### src/rtl/custom_deser_16x4_pingpong.sv
// custom_deser_16x4_pingpong
//   Serial-in, 4-lane-parallel-out ping-pong block buffer for the 2D DCT
//   datapath. Sixteen DW-bit words (one 4x4 block) are written serially into
//   one of two 16-entry banks. A full bank is replayed as four 4-lane beats,
//   row-order (TRANSPOSE=0) or column-order (TRANSPOSE=1), while the other
//   bank fills.
//
// Ports
//   clk         in   1   clock, rising edge
//   rst         in   1   asynchronous reset, active-low
//   flush       in   1   synchronous clear of pointers/flags, active-high
//   din         in   DW  serial input word
//   din_valid   in   1   din valid
//   din_ready   out  1   write bank can accept din
//   dout0..3    out  DW  parallel output lanes
//   dout_valid  out  1   dout0..3 hold a valid beat
//   dout_ready  in   1   consumer accepts the current beat
//   beat_idx    out  2   index 0..3 of the beat on dout
//   blk_done    out  1   last beat of a block handshaken
//   bank_full   out  2   per-bank "complete, undrained block" flag
module custom_deser_16x4_pingpong #(
    parameter int unsigned DW        = 36,
    parameter bit          TRANSPOSE = 1'b1
) (
    input  logic          clk,
    input  logic          rst,
    input  logic          flush,
    input  logic [DW-1:0] din,
    input  logic          din_valid,
    output logic          din_ready,
    output logic [DW-1:0] dout0,
    output logic [DW-1:0] dout1,
    output logic [DW-1:0] dout2,
    output logic [DW-1:0] dout3,
    output logic          dout_valid,
    input  logic          dout_ready,
    output logic [1:0]    beat_idx,
    output logic          blk_done,
    output logic [1:0]    bank_full
);

    logic [DW-1:0] mem_q [2][16];

    logic          wr_bank_q,    wr_bank_d;
    logic [3:0]    wr_idx_q,     wr_idx_d;
    logic          rd_bank_q,    rd_bank_d;
    logic [1:0]    rd_beat_q,    rd_beat_d;
    logic [1:0]    bank_full_q,  bank_full_d;
    logic [DW-1:0] dout_q [4];
    logic [DW-1:0] dout_d [4];
    logic          dout_valid_q, dout_valid_d;
    logic [1:0]    beat_idx_q,   beat_idx_d;

    logic          wr_en;
    logic          load;
    logic [3:0]    lane_addr;
    logic [DW-1:0] rd_word [4];

    always_comb begin
        din_ready = !bank_full_q[wr_bank_q];
        // flush suppresses both the write and the load of this cycle
        wr_en     = din_valid && din_ready && !flush;
        load      = bank_full_q[rd_bank_q] && (!dout_valid_q || dout_ready) && !flush;

        // Word address is {row, col}; transposed beats walk a column.
        lane_addr = '0;
        for (int unsigned j = 0; j < 4; j++) begin
            lane_addr  = TRANSPOSE ? {2'(j), rd_beat_q} : {rd_beat_q, 2'(j)};
            rd_word[j] = mem_q[rd_bank_q][lane_addr];
        end
    end

    always_comb begin
        wr_bank_d    = wr_bank_q;
        wr_idx_d     = wr_idx_q;
        rd_bank_d    = rd_bank_q;
        rd_beat_d    = rd_beat_q;
        bank_full_d  = bank_full_q;
        dout_d       = dout_q;
        dout_valid_d = dout_valid_q;
        beat_idx_d   = beat_idx_q;

        if (flush) begin
            wr_bank_d    = 1'b0;
            wr_idx_d     = '0;
            rd_bank_d    = 1'b0;
            rd_beat_d    = '0;
            bank_full_d  = '0;
            dout_valid_d = 1'b0;
            beat_idx_d   = '0;
            for (int unsigned j = 0; j < 4; j++) begin
                dout_d[j] = '0;
            end
        end else begin
            if (wr_en) begin
                wr_idx_d = wr_idx_q + 4'd1;
                if (wr_idx_q == 4'd15) begin
                    bank_full_d[wr_bank_q] = 1'b1;
                    wr_bank_d              = !wr_bank_q;
                end
            end
            // A write only targets a non-full bank and a load only reads a
            // full one, so the set above and the clear below never collide.
            if (load) begin
                dout_d       = rd_word;
                beat_idx_d   = rd_beat_q;
                dout_valid_d = 1'b1;
                rd_beat_d    = rd_beat_q + 2'd1;
                if (rd_beat_q == 2'd3) begin
                    bank_full_d[rd_bank_q] = 1'b0;
                    rd_bank_d              = !rd_bank_q;
                end
            end else if (dout_ready) begin
                dout_valid_d = 1'b0;
            end
        end
    end

    always_ff @(posedge clk or negedge rst) begin
        if (!rst) begin
            wr_bank_q    <= 1'b0;
            wr_idx_q     <= '0;
            rd_bank_q    <= 1'b0;
            rd_beat_q    <= '0;
            bank_full_q  <= '0;
            dout_valid_q <= 1'b0;
            beat_idx_q   <= '0;
            for (int unsigned j = 0; j < 4; j++) begin
                dout_q[j] <= '0;
            end
        end else begin
            wr_bank_q    <= wr_bank_d;
            wr_idx_q     <= wr_idx_d;
            rd_bank_q    <= rd_bank_d;
            rd_beat_q    <= rd_beat_d;
            bank_full_q  <= bank_full_d;
            dout_q       <= dout_d;
            dout_valid_q <= dout_valid_d;
            beat_idx_q   <= beat_idx_d;
        end
    end

    // Block storage is deliberately left out of reset.
    always_ff @(posedge clk) begin
        if (wr_en) begin
            mem_q[wr_bank_q][wr_idx_q] <= din;
        end
    end

    assign dout0      = dout_q[0];
    assign dout1      = dout_q[1];
    assign dout2      = dout_q[2];
    assign dout3      = dout_q[3];
    assign dout_valid = dout_valid_q;
    assign beat_idx   = beat_idx_q;
    assign bank_full  = bank_full_q;
    assign blk_done   = dout_valid_q && dout_ready && (beat_idx_q == 2'd3);

endmodule

### config.mk
export PLATFORM = sky130hd
export DESIGN_NAME = custom_deser_16x4_pingpong
export DESIGN_NICKNAME = d
export VERILOG_FILES = /design/src/rtl/custom_deser_16x4_pingpong.sv
export SDC_FILE = /design/constraint.sdc
export NUM_CORES = 1
export LEC_CHECK = 0
export ABC_CLOCK_PERIOD_IN_PS = 5650
export CAP_MARGIN = 10
export CORE_MARGIN = 3
export CORE_UTILIZATION = 28
export DETAILED_ROUTE_END_ITERATION = 7
export PLACE_DENSITY = 0.54
export SETUP_SLACK_MARGIN = 0.5
export SLEW_MARGIN = 20
export SYNTH_ARGS = -nofsm -noshare
export SYNTH_HDL_FRONTEND = slang
export SYNTH_SLANG_ARGS = --single-unit
export TNS_END_PERCENT = 1
### constraint.sdc
create_clock -name clk -period 5.65 [get_ports clk]
set_input_delay 1.4125 -clock clk [delete_from_list [all_inputs] [get_ports clk]]
set_output_delay 1.4125 -clock clk [all_outputs]
set_load 0.05 [all_outputs]
==> flow_metrics.tcl <==
set metrics [dict create \
    grt_overflow 0 \
    die_w_microns 429 \
    dpl.cell_count 4772 \
    core_area_sq_um 177000 \
    clk_path_buf_depth 3 \
    grtUsageTotal_pct 12.8 \
    tns_ns 0 \
    drtIter0Drc 1688 \
    ir_worst_vdd_v 0.000230 \
    leakagePower_nw 19.0 \
    path_class "input pin to primary output" \
    numCtsBuffers 119 \
    async_flop_share_pct 12.0 \
    ios 192 \
    hold_viol 0 \
    ys_seq_area_share_pct 77.0 \
    synth_cell_types 40 \
    ys_warn_count 0 \
    maxCapViolations 0 \
    drive_above_1_share_pct 23.9 \
    ant_nets 0 \
    finalMaxSlewViolations 0 \
    synth_area_sq_um 50000 \
    postCtsSetupBuffers 0 \
    wl_per_cell_microns 23.7 \
    start_kind "input pin" \
    setup_viol 0 \
    drc 0 \
    synth_area_per_cell_sq_um 21.9 \
    min_path_type "flip-flop to flip-flop" \
    syn_nets 2329 \
    synth_edf_count 1152 \
    stdcell_count 5000 \
    fin_crit_ns 4.32 \
    grt_pass1_wl_microns 176000 \
    power_density_nw_per_um2 324 \
    clk_latency_ns 0.72 \
    nets 2600 \
    timing.fmax_mhz 231 \
    dpl.hpwl_microns 72100 \
    clock-skew-final_ns 0.0181 \
    worst_pin_slew_ns 0.987 \
    outcome "finished clean" \
    grt_antenna_before_repair 6 \
    required_ns 4.24 \
    drt_pass1_iterations 5 \
    relSlewSlack_pct 34.0 \
    synthTopCellsByArea "edfxtp_1 (69%), mux4_2 (13%), dfrtp_1 (7.9%), mux2i_1 (2.9%), a211oi_1 (2.2%)" \
    post-route-period-util_pct 76.5 \
    nFillCells 16600 \
    die-area_sq_um 184000 \
    hold_buffers 0 \
    syn_inst 2283 \
    synthToLayoutAreaGrowth_pct 17.8 \
    die_h_microns 429 \
    drt-total-wl_microns 119000 \
    cts_tree "done" \
    grt_pass1_vias 24500 \
    synth_seq_cells 1309 \
    end_kind "primary output" \
    cts.repair.resized 0 \
    cts.sink_count 1309 \
    h-tree-depth 3 \
    gp_congestion 0.708 \
    io_buffers 191 \
    root_buffer "clkbuf_16" \
    clk_pin_slew_ns 0.06 \
    yosys.area.top_type_share_pct 69.2 \
    critPathMaxFanout 3 \
    grt_max_degree 97 \
    vias_per_cell 4.63 \
    rsz0062_at_grt "no" \
    yosys.area.top_type "edfxtp_1" \
    synth-main-ff-cell "edfxtp_1" \
    start_util_pct 28.3 \
    vias 23100 \
    crit_arrival_ns 2.91 \
    placementRows 154 \
]
==> cell usage in the layout (no fill, tap or decap), types with 3 or more instances in the layout <==
cell type	synthesis	final
or4_1	3	3
inv_6	0	4
dfrtp_1	157	155
nand4b_1	3	3
clkbuf_16	0	119
ha_1	5	5
clkinv_1	0	11
clkinv_2	0	33
clkinvlp_4	0	5
bufinv_16	0	15
clkbuf_8	0	10
inv_1	6	5
clkbuf_1	42	24
buf_4	18	98
edfxtp_1	1152	1152
o21ai_0	6	6
nor2_1	34	3
buf_12	22	11
mux4_2	288	288
nor2_4	1	32
nand2_1	3	3
a21oi_1	154	154
clkdlybuf4s50_1	0	187
mux2i_1	144	144
nand3_1	8	8
a211oi_1	144	144
==> logic make-up (layout without fill, tap and decap cells) <==
family                   after synthesis  after routing  share of synthesized area, %
AND/OR/NAND/NOR                       65             65                         0.658
other                                  0              2                             0
flip-flops                          1309           1309                          77.0
AO/OA/AOI/OAI                        311            311                          3.87
buffers and inverters                158            533                          2.37
multiplexers                         435            435                          16.0
adder cells (fa/ha/maj)                5              5                         0.125
==> final timing paths <==
| check | from | end | slack, ns | depth (start not counted) |
|---|---|---|---|---|
| worst min register to register | dout1[13] | dout1[13] | 0.59 | 2 |
| worst max-delay path | dout_ready | blk_done | 1.33 | 3 |
| max in group asynchronous | rst | dout1[19] | 3.88 | 2 |
| worst min-delay path | dout1[13] | dout1[13] | 0.59 | 2 |
| worst max register to register | wr_bank_q | mem_q[1][446] | 2.44 | 4 |
| min in group asynchronous | rst | wr_idx_q[3] | 0.78 | 1 |
==> per-layer routing <==
metal / vias up / track usage (%) / part of all wire (%)
met5: - / 0 / 0.040
met4: 8 / 3.56 / 2.1
met3: 154 / 2.05 / 3.8
met2: 418 / 23.5 / 55
met1: 12500 / 15.3 / 39
li1: 10100 / - / -
==> layout make-up <==
cell class | instances | area [sq um] | area share, %
Multi-Input combinational cell | 816 | 10600 | 17.9
Tap cell | 2340 | 2930 | 4.97
Sequential cell | 1309 | 38500 | 65.4
Clock inverter | 73 | 800 | 1.36
Antenna cell | 2 | 5.00 | 0.00849
Clock buffer | 152 | 3190 | 5.42
Timing Repair Buffer | 301 | 2890 | 4.90
Inverter | 7 | 33.8 | 0.0573
==> synth_stat cells (8+ instances only) <==
master and instances:
clkbuf_1 42, nand3_1 8, buf_12 22, a211oi_1 144, buf_4 18, mux2i_1 144
buf_6 11, mux4_2 288, buf_2 55, edfxtp_1 1152, a21oi_1 154, nor2_1 34
dfrtp_1 157
==> sequential cells by signal (all words and copies together) (netlist names) <==
signal,count
dout3,36
dout0,36
dout1,36
rd_bank_q,1
beat_idx,2
bank_full,2
dout_valid,1
wr_idx_q,4
dout2,36
rd_beat_q,2
mem_q,1152
wr_bank_q,1
==> worst max-delay path, stage by stage <==
cell and delay (ns):
clkdlybuf4s50_1 0.51, and4_1 0.18, clkdlybuf4s50_1 0.80
==> through the flow <==
stage	total power, mW	utilization, %	setup WS (ns)	instance area, sq um	hold slack (ns)
6_report	19.1	33.3	1.33	58900	0.587
5_1_grt	19.7	33.3	1.31	58900	0.608
4_1_cts	19.3	33.3	1.32	58900	0.591
3_5_place_dp	11.1	31.0	1.06	54900	0.574
3_3_place_gp	11.1	31.1	1.11	54900	0.575
2_1_floorplan	10.8	-	0.903	50000	0.571
==> power breakdown <==
part           internal, mW  total (mW)  switching (mW)
clock network          4.69        8.25            3.56
registers              10.5        10.6         0.00673
logic                0.0651       0.306           0.241
Power figures use the tool's default switching activity.
